### config.mk
export PLATFORM = sky130hd
export DESIGN_NAME = dlx_inst_encoder
export DESIGN_NICKNAME = d
export VERILOG_FILES = /design/src/rtl/dlx_pkg.sv /design/src/rtl/dlx_enc_fifo.sv /design/src/rtl/dlx_inst_encoder.sv
export SDC_FILE = /design/constraint.sdc
export NUM_CORES = 1
export LEC_CHECK = 0
export BUFFER_PORTS_ARGS = -buffer_cell sky130_fd_sc_hd__buf_2
export CORE_ASPECT_RATIO = 0.75
export CORE_MARGIN = 1
export CORE_UTILIZATION = 45
export CTS_CLUSTER_DIAMETER = 60
export DETAILED_ROUTE_END_ITERATION = 7
export PLACE_DENSITY_LB_ADDON = 0.25
export SYNTH_ARGS = -nofsm -noshare
export SYNTH_HDL_FRONTEND = slang
export SYNTH_HIERARCHICAL = 1
export SYNTH_SLANG_ARGS = --single-unit
### constraint.sdc
create_clock -name clk -period 3.35 [get_ports clk]
set_clock_uncertainty 0.1 [all_clocks]
set_input_delay 0.335 -clock clk [delete_from_list [all_inputs] [get_ports clk]]
set_output_delay 0.335 -clock clk [all_outputs]
set_load 0.03 [all_outputs]
### src/rtl/dlx_pkg.sv
// dlx_pkg: shared DLX ISA definitions used by the instruction encoder and decoder.
//   - Opcode and ALU function-code constants, including the OP_ALUI pseudo-op.
//   - Instruction field bit positions.
//   - alui_opcode(): maps an ALU func code to its immediate-form opcode.
//   - op_format(): classifies an opcode as R, I or J format.
package dlx_pkg;

  // Opcodes
  localparam logic [5:0] OP_RALU  = 6'h00;
  localparam logic [5:0] OP_FP    = 6'h01;
  localparam logic [5:0] OP_J     = 6'h02;
  localparam logic [5:0] OP_JAL   = 6'h03;
  localparam logic [5:0] OP_BEQZ  = 6'h04;
  localparam logic [5:0] OP_BNEZ  = 6'h05;
  localparam logic [5:0] OP_ADDI  = 6'h08;
  localparam logic [5:0] OP_ADDUI = 6'h09;
  localparam logic [5:0] OP_SUBI  = 6'h0A;
  localparam logic [5:0] OP_SUBUI = 6'h0B;
  localparam logic [5:0] OP_ANDI  = 6'h0C;
  localparam logic [5:0] OP_ORI   = 6'h0D;
  localparam logic [5:0] OP_XORI  = 6'h0E;
  localparam logic [5:0] OP_JR    = 6'h12;
  localparam logic [5:0] OP_JALR  = 6'h13;
  localparam logic [5:0] OP_SLLI  = 6'h14;
  localparam logic [5:0] OP_SRLI  = 6'h16;
  localparam logic [5:0] OP_SRAI  = 6'h17;
  localparam logic [5:0] OP_SEQI  = 6'h18;
  localparam logic [5:0] OP_SNEI  = 6'h19;
  localparam logic [5:0] OP_SLTI  = 6'h1A;
  localparam logic [5:0] OP_SGTI  = 6'h1B;
  localparam logic [5:0] OP_SLEI  = 6'h1C;
  localparam logic [5:0] OP_SGEI  = 6'h1D;
  localparam logic [5:0] OP_LB    = 6'h20;
  localparam logic [5:0] OP_LH    = 6'h21;
  localparam logic [5:0] OP_LW    = 6'h23;
  localparam logic [5:0] OP_LBU   = 6'h24;
  localparam logic [5:0] OP_LHU   = 6'h25;
  localparam logic [5:0] OP_SB    = 6'h28;
  localparam logic [5:0] OP_SH    = 6'h29;
  localparam logic [5:0] OP_SW    = 6'h2B;
  // Pseudo-op: immediate ALU op whose real opcode comes from the func field
  localparam logic [5:0] OP_ALUI  = 6'h3F;

  // R-type ALU function codes
  localparam logic [5:0] FN_SLL  = 6'h04;
  localparam logic [5:0] FN_SRL  = 6'h06;
  localparam logic [5:0] FN_SRA  = 6'h07;
  localparam logic [5:0] FN_ADD  = 6'h20;
  localparam logic [5:0] FN_ADDU = 6'h21;
  localparam logic [5:0] FN_SUB  = 6'h22;
  localparam logic [5:0] FN_SUBU = 6'h23;
  localparam logic [5:0] FN_AND  = 6'h24;
  localparam logic [5:0] FN_OR   = 6'h25;
  localparam logic [5:0] FN_XOR  = 6'h26;
  localparam logic [5:0] FN_SEQ  = 6'h28;
  localparam logic [5:0] FN_SNE  = 6'h29;
  localparam logic [5:0] FN_SLT  = 6'h2A;
  localparam logic [5:0] FN_SGT  = 6'h2B;
  localparam logic [5:0] FN_SLE  = 6'h2C;
  localparam logic [5:0] FN_SGE  = 6'h2D;

  // Field LSB positions
  localparam int unsigned OP_LSB    = 26;
  localparam int unsigned RS1_LSB   = 21;
  localparam int unsigned RS2_LSB   = 16;
  localparam int unsigned RD_R_LSB  = 11;
  localparam int unsigned RD_I_LSB  = 16;
  localparam int unsigned FUNC_LSB  = 0;
  localparam int unsigned IMM_LSB   = 0;
  localparam int unsigned JIMM_LSB  = 0;

  typedef enum logic [1:0] {FmtR, FmtI, FmtJ} fmt_e;

  typedef struct packed {
    logic       valid;
    logic [5:0] op;
  } alui_map_t;

  function automatic alui_map_t alui_opcode(input logic [5:0] func);
    alui_map_t m;
    m.valid = 1'b1;
    case (func)
      FN_ADD:  m.op = OP_ADDI;
      FN_ADDU: m.op = OP_ADDUI;
      FN_SUB:  m.op = OP_SUBI;
      FN_SUBU: m.op = OP_SUBUI;
      FN_AND:  m.op = OP_ANDI;
      FN_OR:   m.op = OP_ORI;
      FN_XOR:  m.op = OP_XORI;
      FN_SLL:  m.op = OP_SLLI;
      FN_SRL:  m.op = OP_SRLI;
      FN_SRA:  m.op = OP_SRAI;
      FN_SEQ:  m.op = OP_SEQI;
      FN_SNE:  m.op = OP_SNEI;
      FN_SLT:  m.op = OP_SLTI;
      FN_SGT:  m.op = OP_SGTI;
      FN_SLE:  m.op = OP_SLEI;
      FN_SGE:  m.op = OP_SGEI;
      default: begin
        m.valid = 1'b0;
        m.op    = 6'h00;
      end
    endcase
    return m;
  endfunction

  function automatic fmt_e op_format(input logic [5:0] op);
    fmt_e f;
    case (op)
      OP_RALU, OP_FP: f = FmtR;
      OP_J, OP_JAL:   f = FmtJ;
      default:        f = FmtI;
    endcase
    return f;
  endfunction

endpackage

### src/rtl/dlx_enc_fifo.sv
// dlx_enc_fifo: Depth x Width synchronous FIFO with occupancy count.
//   clk_i   - clock, rising edge
//   rst_ni  - synchronous active-low reset (clears pointers and count)
//   push_i  - write data_i (ignored when full)
//   pop_i   - drop head entry (ignored when empty)
//   data_i  - write data
//   data_o  - head entry (undefined contents while empty)
//   count_o - occupancy 0..Depth
//   empty_o / full_o - status
module dlx_enc_fifo #(
  parameter int unsigned Depth = 4,
  parameter int unsigned Width = 32
) (
  input  logic                     clk_i,
  input  logic                     rst_ni,
  input  logic                     push_i,
  input  logic                     pop_i,
  input  logic [Width-1:0]         data_i,
  output logic [Width-1:0]         data_o,
  output logic [$clog2(Depth):0]   count_o,
  output logic                     empty_o,
  output logic                     full_o
);

  localparam int unsigned PtrW = $clog2(Depth);
  localparam int unsigned CntW = PtrW + 1;

  logic [Width-1:0] mem_q [Depth];
  logic [PtrW-1:0]  wr_ptr_q, wr_ptr_d;
  logic [PtrW-1:0]  rd_ptr_q, rd_ptr_d;
  logic [CntW-1:0]  count_q, count_d;
  logic             push_en, pop_en;

  assign empty_o = (count_q == '0);
  assign full_o  = (count_q == CntW'(Depth));
  assign push_en = push_i & ~full_o;
  assign pop_en  = pop_i & ~empty_o;
  assign data_o  = mem_q[rd_ptr_q];
  assign count_o = count_q;

  // Depth is a power of two, so pointers wrap by natural overflow
  always_comb begin
    wr_ptr_d = wr_ptr_q;
    rd_ptr_d = rd_ptr_q;
    count_d  = count_q;
    if (push_en) wr_ptr_d = wr_ptr_q + 1'b1;
    if (pop_en)  rd_ptr_d = rd_ptr_q + 1'b1;
    case ({push_en, pop_en})
      2'b10:   count_d = count_q + 1'b1;
      2'b01:   count_d = count_q - 1'b1;
      default: count_d = count_q;
    endcase
  end

  always_ff @(posedge clk_i) begin
    if (!rst_ni) begin
      wr_ptr_q <= '0;
      rd_ptr_q <= '0;
      count_q  <= '0;
    end else begin
      wr_ptr_q <= wr_ptr_d;
      rd_ptr_q <= rd_ptr_d;
      count_q  <= count_d;
    end
  end

  // Storage needs no reset; empty masking is done by the consumer
  always_ff @(posedge clk_i) begin
    if (push_en) mem_q[wr_ptr_q] <= data_i;
  end

endmodule

### src/rtl/dlx_inst_encoder.sv
// dlx_inst_encoder: packs DLX instruction fields into 32-bit words, queues them in a
// FIFO and writes them to instruction memory at an auto-incrementing byte address.
//   clk, rst_n        - clock (rising edge), synchronous active-low reset
//   in_valid/in_ready - field bundle handshake
//   in_op .. in_jimm  - instruction fields; in_op = OP_ALUI selects immediate ALU form
//   addr_load/addr_val- overwrite the write address counter
//   mem_wr/mem_ready  - imem write handshake; mem_addr/mem_data carry address and word
//   empty, count      - FIFO status
//   err               - sticky: an OP_ALUI bundle with an unmapped func was seen
//   err_count         - saturating illegal-bundle count
// Build option: define DLX_ENC_ERRCNT_EN to implement err_count; otherwise it reads 0.
module dlx_inst_encoder
  import dlx_pkg::*;
#(
  parameter int unsigned         DEPTH      = 4,
  parameter int unsigned         ADDR_W     = 32,
  parameter logic [ADDR_W-1:0]   RESET_ADDR = '0,
  parameter int unsigned         ADDR_STEP  = 4
) (
  input  logic                   clk,
  input  logic                   rst_n,
  input  logic                   in_valid,
  output logic                   in_ready,
  input  logic [5:0]             in_op,
  input  logic [5:0]             in_func,
  input  logic [4:0]             in_rs1,
  input  logic [4:0]             in_rs2,
  input  logic [4:0]             in_rd,
  input  logic [15:0]            in_imm,
  input  logic [25:0]            in_jimm,
  input  logic                   addr_load,
  input  logic [ADDR_W-1:0]      addr_val,
  output logic                   mem_wr,
  input  logic                   mem_ready,
  output logic [ADDR_W-1:0]      mem_addr,
  output logic [31:0]            mem_data,
  output logic                   empty,
  output logic [$clog2(DEPTH):0] count,
  output logic                   err,
  output logic [7:0]             err_count
);

  logic [31:0]       enc_word;
  logic              enc_illegal;
  alui_map_t         alui;
  logic              accept, push, pop;
  logic              fifo_full, fifo_empty;
  logic [31:0]       fifo_head;
  logic [ADDR_W-1:0] addr_q, addr_d;
  logic              err_q, err_d;

  // Field packing
  always_comb begin
    enc_word    = '0;
    enc_illegal = 1'b0;
    alui        = alui_opcode(in_func);
    unique case (op_format(in_op))
      FmtR: enc_word = {in_op, in_rs1, in_rs2, in_rd, 5'b0, in_func};
      FmtJ: enc_word = {in_op, in_jimm};
      FmtI: begin
        if (in_op == OP_ALUI) begin
          if (alui.valid) enc_word = {alui.op, in_rs1, in_rd, in_imm};
          else            enc_illegal = 1'b1;
        end else begin
          enc_word = {in_op, in_rs1, in_rd, in_imm};
        end
      end
      default: enc_word = '0;
    endcase
  end

  assign in_ready = rst_n & ~fifo_full;
  assign accept   = in_valid & in_ready;
  // Illegal bundles complete the handshake but never reach the queue
  assign push     = accept & ~enc_illegal;
  assign pop      = mem_wr & mem_ready;

  dlx_enc_fifo #(
    .Depth (DEPTH),
    .Width (32)
  ) u_fifo (
    .clk_i   (clk),
    .rst_ni  (rst_n),
    .push_i  (push),
    .pop_i   (pop),
    .data_i  (enc_word),
    .data_o  (fifo_head),
    .count_o (count),
    .empty_o (fifo_empty),
    .full_o  (fifo_full)
  );

  assign empty    = fifo_empty;
  assign mem_wr   = ~fifo_empty;
  // Stale storage is hidden so the bus reads 0 whenever nothing is queued
  assign mem_data = fifo_empty ? 32'h0 : fifo_head;
  assign mem_addr = addr_q;

  // Address counter: explicit load wins over the post-write increment
  always_comb begin
    addr_d = addr_q;
    if (addr_load)  addr_d = addr_val;
    else if (pop)   addr_d = addr_q + ADDR_W'(ADDR_STEP);
  end

  assign err_d = err_q | (accept & enc_illegal);

  always_ff @(posedge clk) begin
    if (!rst_n) begin
      addr_q <= RESET_ADDR;
      err_q  <= 1'b0;
    end else begin
      addr_q <= addr_d;
      err_q  <= err_d;
    end
  end

  assign err = err_q;

`ifdef DLX_ENC_ERRCNT_EN
  logic [7:0] err_cnt_q, err_cnt_d;

  always_comb begin
    err_cnt_d = err_cnt_q;
    if (accept && enc_illegal && (err_cnt_q != 8'hFF)) err_cnt_d = err_cnt_q + 8'd1;
  end

  always_ff @(posedge clk) begin
    if (!rst_n) err_cnt_q <= 8'd0;
    else        err_cnt_q <= err_cnt_d;
  end

  assign err_count = err_cnt_q;
`else
  assign err_count = 8'd0;
`endif

endmodule

==> impl_results.md <==
* FF-to-FF path depth at 9
* Site row count at 41
* Global routing's busiest layer: met2
* Post-Synthesis Cells at 604
* Final period utilization at 0.812
* Final nets at 885
* Layout cells sized above 1 at 0.344
* Critical path class: flop to flop
* Final setup vio count at 0
* Antenna violations before repair at 0
* Main synth FF type: edfxtp_1
* CTS Sinks at 170
* Post-synthesis mux area share at 0.0974
* Setup repair bufs after CTS at 0
* Cell variety after synth at 57
* CTS root buf: clkbuf_16
* Met3 GRT Util at 0.0549
* Reg clk slew, reported paths at 70 ps
* Number of buffers added on ports at 176
* EDFF count, synth at 128
* Grt met2 use at 0.331
* DPL Wire Length at 12500 um
* PD cells at 517 nW/um^2
* Diode count at 0
* Gr ovfl total at 0
* Die W at 156 um
* Final WL at 18300 um
* GR Util met1 at 0.284
* Slew of the pin with the lowest slew margin at 1030 ps
* Skew-Pair Late Insertion Delay at 420 ps
* Drt first-iter violations at 413
* Initial Util at 0.468
* Maxcap violations at 0
* Critical Path End: u_fifo/count_o[2]
* CP Data Required Time at 3600 ps
* Crit-path max FO at 6
* Vias per inst at 5.49
* Clock buffer depth at 2
* Pleak at 3.63 nW
* TritonCTS clock tree: yes
* Vias in the first global route at 5538
* Sequential-to-total area share from yosys stat at 0.585
* Synth Area in Compound Gates at 0.113
* Reg-to-reg startpoint: u_fifo/count_o[0]
* Vias after detailed routing at 5605
* Htree depth at 4
* Utilization after layout at 0.561
* Critical Path Sink Type: flop
* Peak VDD IR at 285 uV
* WL per Instance at 18.0 um
* Critical Path AT at 2970 ps
* Adder-Cell Fraction of Synth Area at 0.0119
* CTS resizes at 0
* F_max at 368 MHz
* Largest family of logic cells by synthesized area: simple AND/OR/NAND/NOR gates
* Async S/R FF share, synth at 0
* Height of the chip at 118 um
* Commonest non-fill, non-tap cells in the layout: 176 x buf_2, 128 x edfxtp_1, 41 x nor2b_1
* CTS Hold Bufs at 0
* DIE AREA at 18300 um^2
* Max Slew Vio Count at 0
* Post-route minimum period at 2720 ps
* Critical Path Source: u_fifo/count_o[0]
* Commonest non-fill, non-tap cell in the layout: buf_2
* First-pass GRT wire length at 29100 um
* Setup TNS at 0 ps
* Pin count of the biggest net entering global routing at 44
* HP Class: primary input to flop
* Final instance area at 9620 um^2
* Final Hold Viols at 0
* GP Congestion at 0.900
* Status: complete, no violations
* Total core area at 17100 um^2
* Reg-to-Reg End: u_fifo/count_o[2]
* Worst setup SP type: flop
* DRC Markers at 0
* CTS buffer count at 17
* # IOs at 185
* RSZ-0062 raised after global routing: false
* DRT Pass-1 Iters at 4
* Synth Cell Area at 8010 um^2
* Area Overhead vs Synth at 20.0%
* R2R Setup Slk at 630 ps
* Syn. warnings at 6
* Worst hold path startpoint: in_valid
* Number of synthesized register bits at 170
* Total GRT Usage at 0.208
* Simple-gate share of the synthesized area at 0.124
* Mapped Avg Cell Area at 13.3 um^2
* Slew margin rel. at 0.315
* Dpl cell area at 9050 um^2
* Post-synthesis xor/xnor area fraction at 0.0142
* Routed Antenna Nets at 0
* Layout fillers at 1450
==> flip-flops by register name, summed over array words and instances, names as in the netlist, named ones only <==
register and count:
mem_addr 32, u_fifo/count_o 3, u_fifo/rd_ptr_q 2, u_fifo/wr_ptr_q 2
err 1, u_fifo/mem_q 128
==> through the flow <==
step	cells	worst slack, ps	hold slack, ps	power, W
after global routing	1021	343	65.3	0.00515
after CTS	1021	615	55.8	0.00502
after global placement	989	462	347	0.00313
after floorplan	611	242	356	0.00292
after detailed placement	989	305	358	0.00316
final	1021	631	70.1	0.00497
==> cells in the mapped netlist, types with 9 or more instances <==
cell type	count	area, um^2
or3_1	10	62.6
inv_1	39	146
and2_1	14	87.6
mux4_2	32	721
edfxtp_1	128	3840
a31oi_1	17	106
a22oi_1	16	120
nand4_1	11	68.8
dfxtp_1	42	841
xnor2_1	10	87.6
or4_1	9	67.6
buf_4	11	82.6
clkbuf_1	21	78.8
nor2b_1	41	257
o21ai_0	38	190
nand2_1	32	120
o31ai_1	35	263
==> where the power goes <==
part	internal [W]	total (W)	switching (W)	leakage, nW
Clock	0.00105	0.00186	0.000808	0.269
Sequential	0.00235	0.00240	0.0000501	1.51
Combinational	0.000249	0.000714	0.000465	1.85
Total	0.00365	0.00497	0.00132	3.63
==> worst min path at each step <==
stage,endpoint,slack [ps],depth (start not counted)
3_5_place_dp,err,360,1
3_3_place_gp,err,350,1
5_1_grt,err,70,2
6_report,err,70,2
4_1_cts,err,60,2
2_1_floorplan,flop,360,2
==> layout make-up <==
type                       instances  area (um^2)  area share
multi-input combinational        355         2940       0.305
inverter                          40          150      0.0156
sequential                       170         4690       0.487
clock inverter                    12          118      0.0122
clock buffer                      20          447      0.0464
timing repair buffer             188          983       0.102
tap                              236          295      0.0307
==> cells by family after synthesis <==
family | count (synthesis)
and+or+nand+nor | 158
xor gates and xnor gates | 13
other | 1
adders and majority gates | 7
buffers and inverters | 86
muxes | 38
AOI/OAI and AO/OA | 131
DFF | 170
==> critical path, cell delays in order, from the launching register on <==
cell and delay, ps:
dfxtp_1 480, nor3_4 80, nor2b_1 380, nor2b_1 300
ha_1 230, inv_1 70, fa_1 380, xor2_1 170
or3_1 310, a21boi_1 150
==> routing by layer <==
layer / share of wire / up-vias
li1: - / 2636
met1: 0.45 / 2757
met2: 0.48 / 199
met3: 0.063 / 13
met4: 0.0091 / 0
met5: 0 / -
Power figures use the tool's default switching activity.
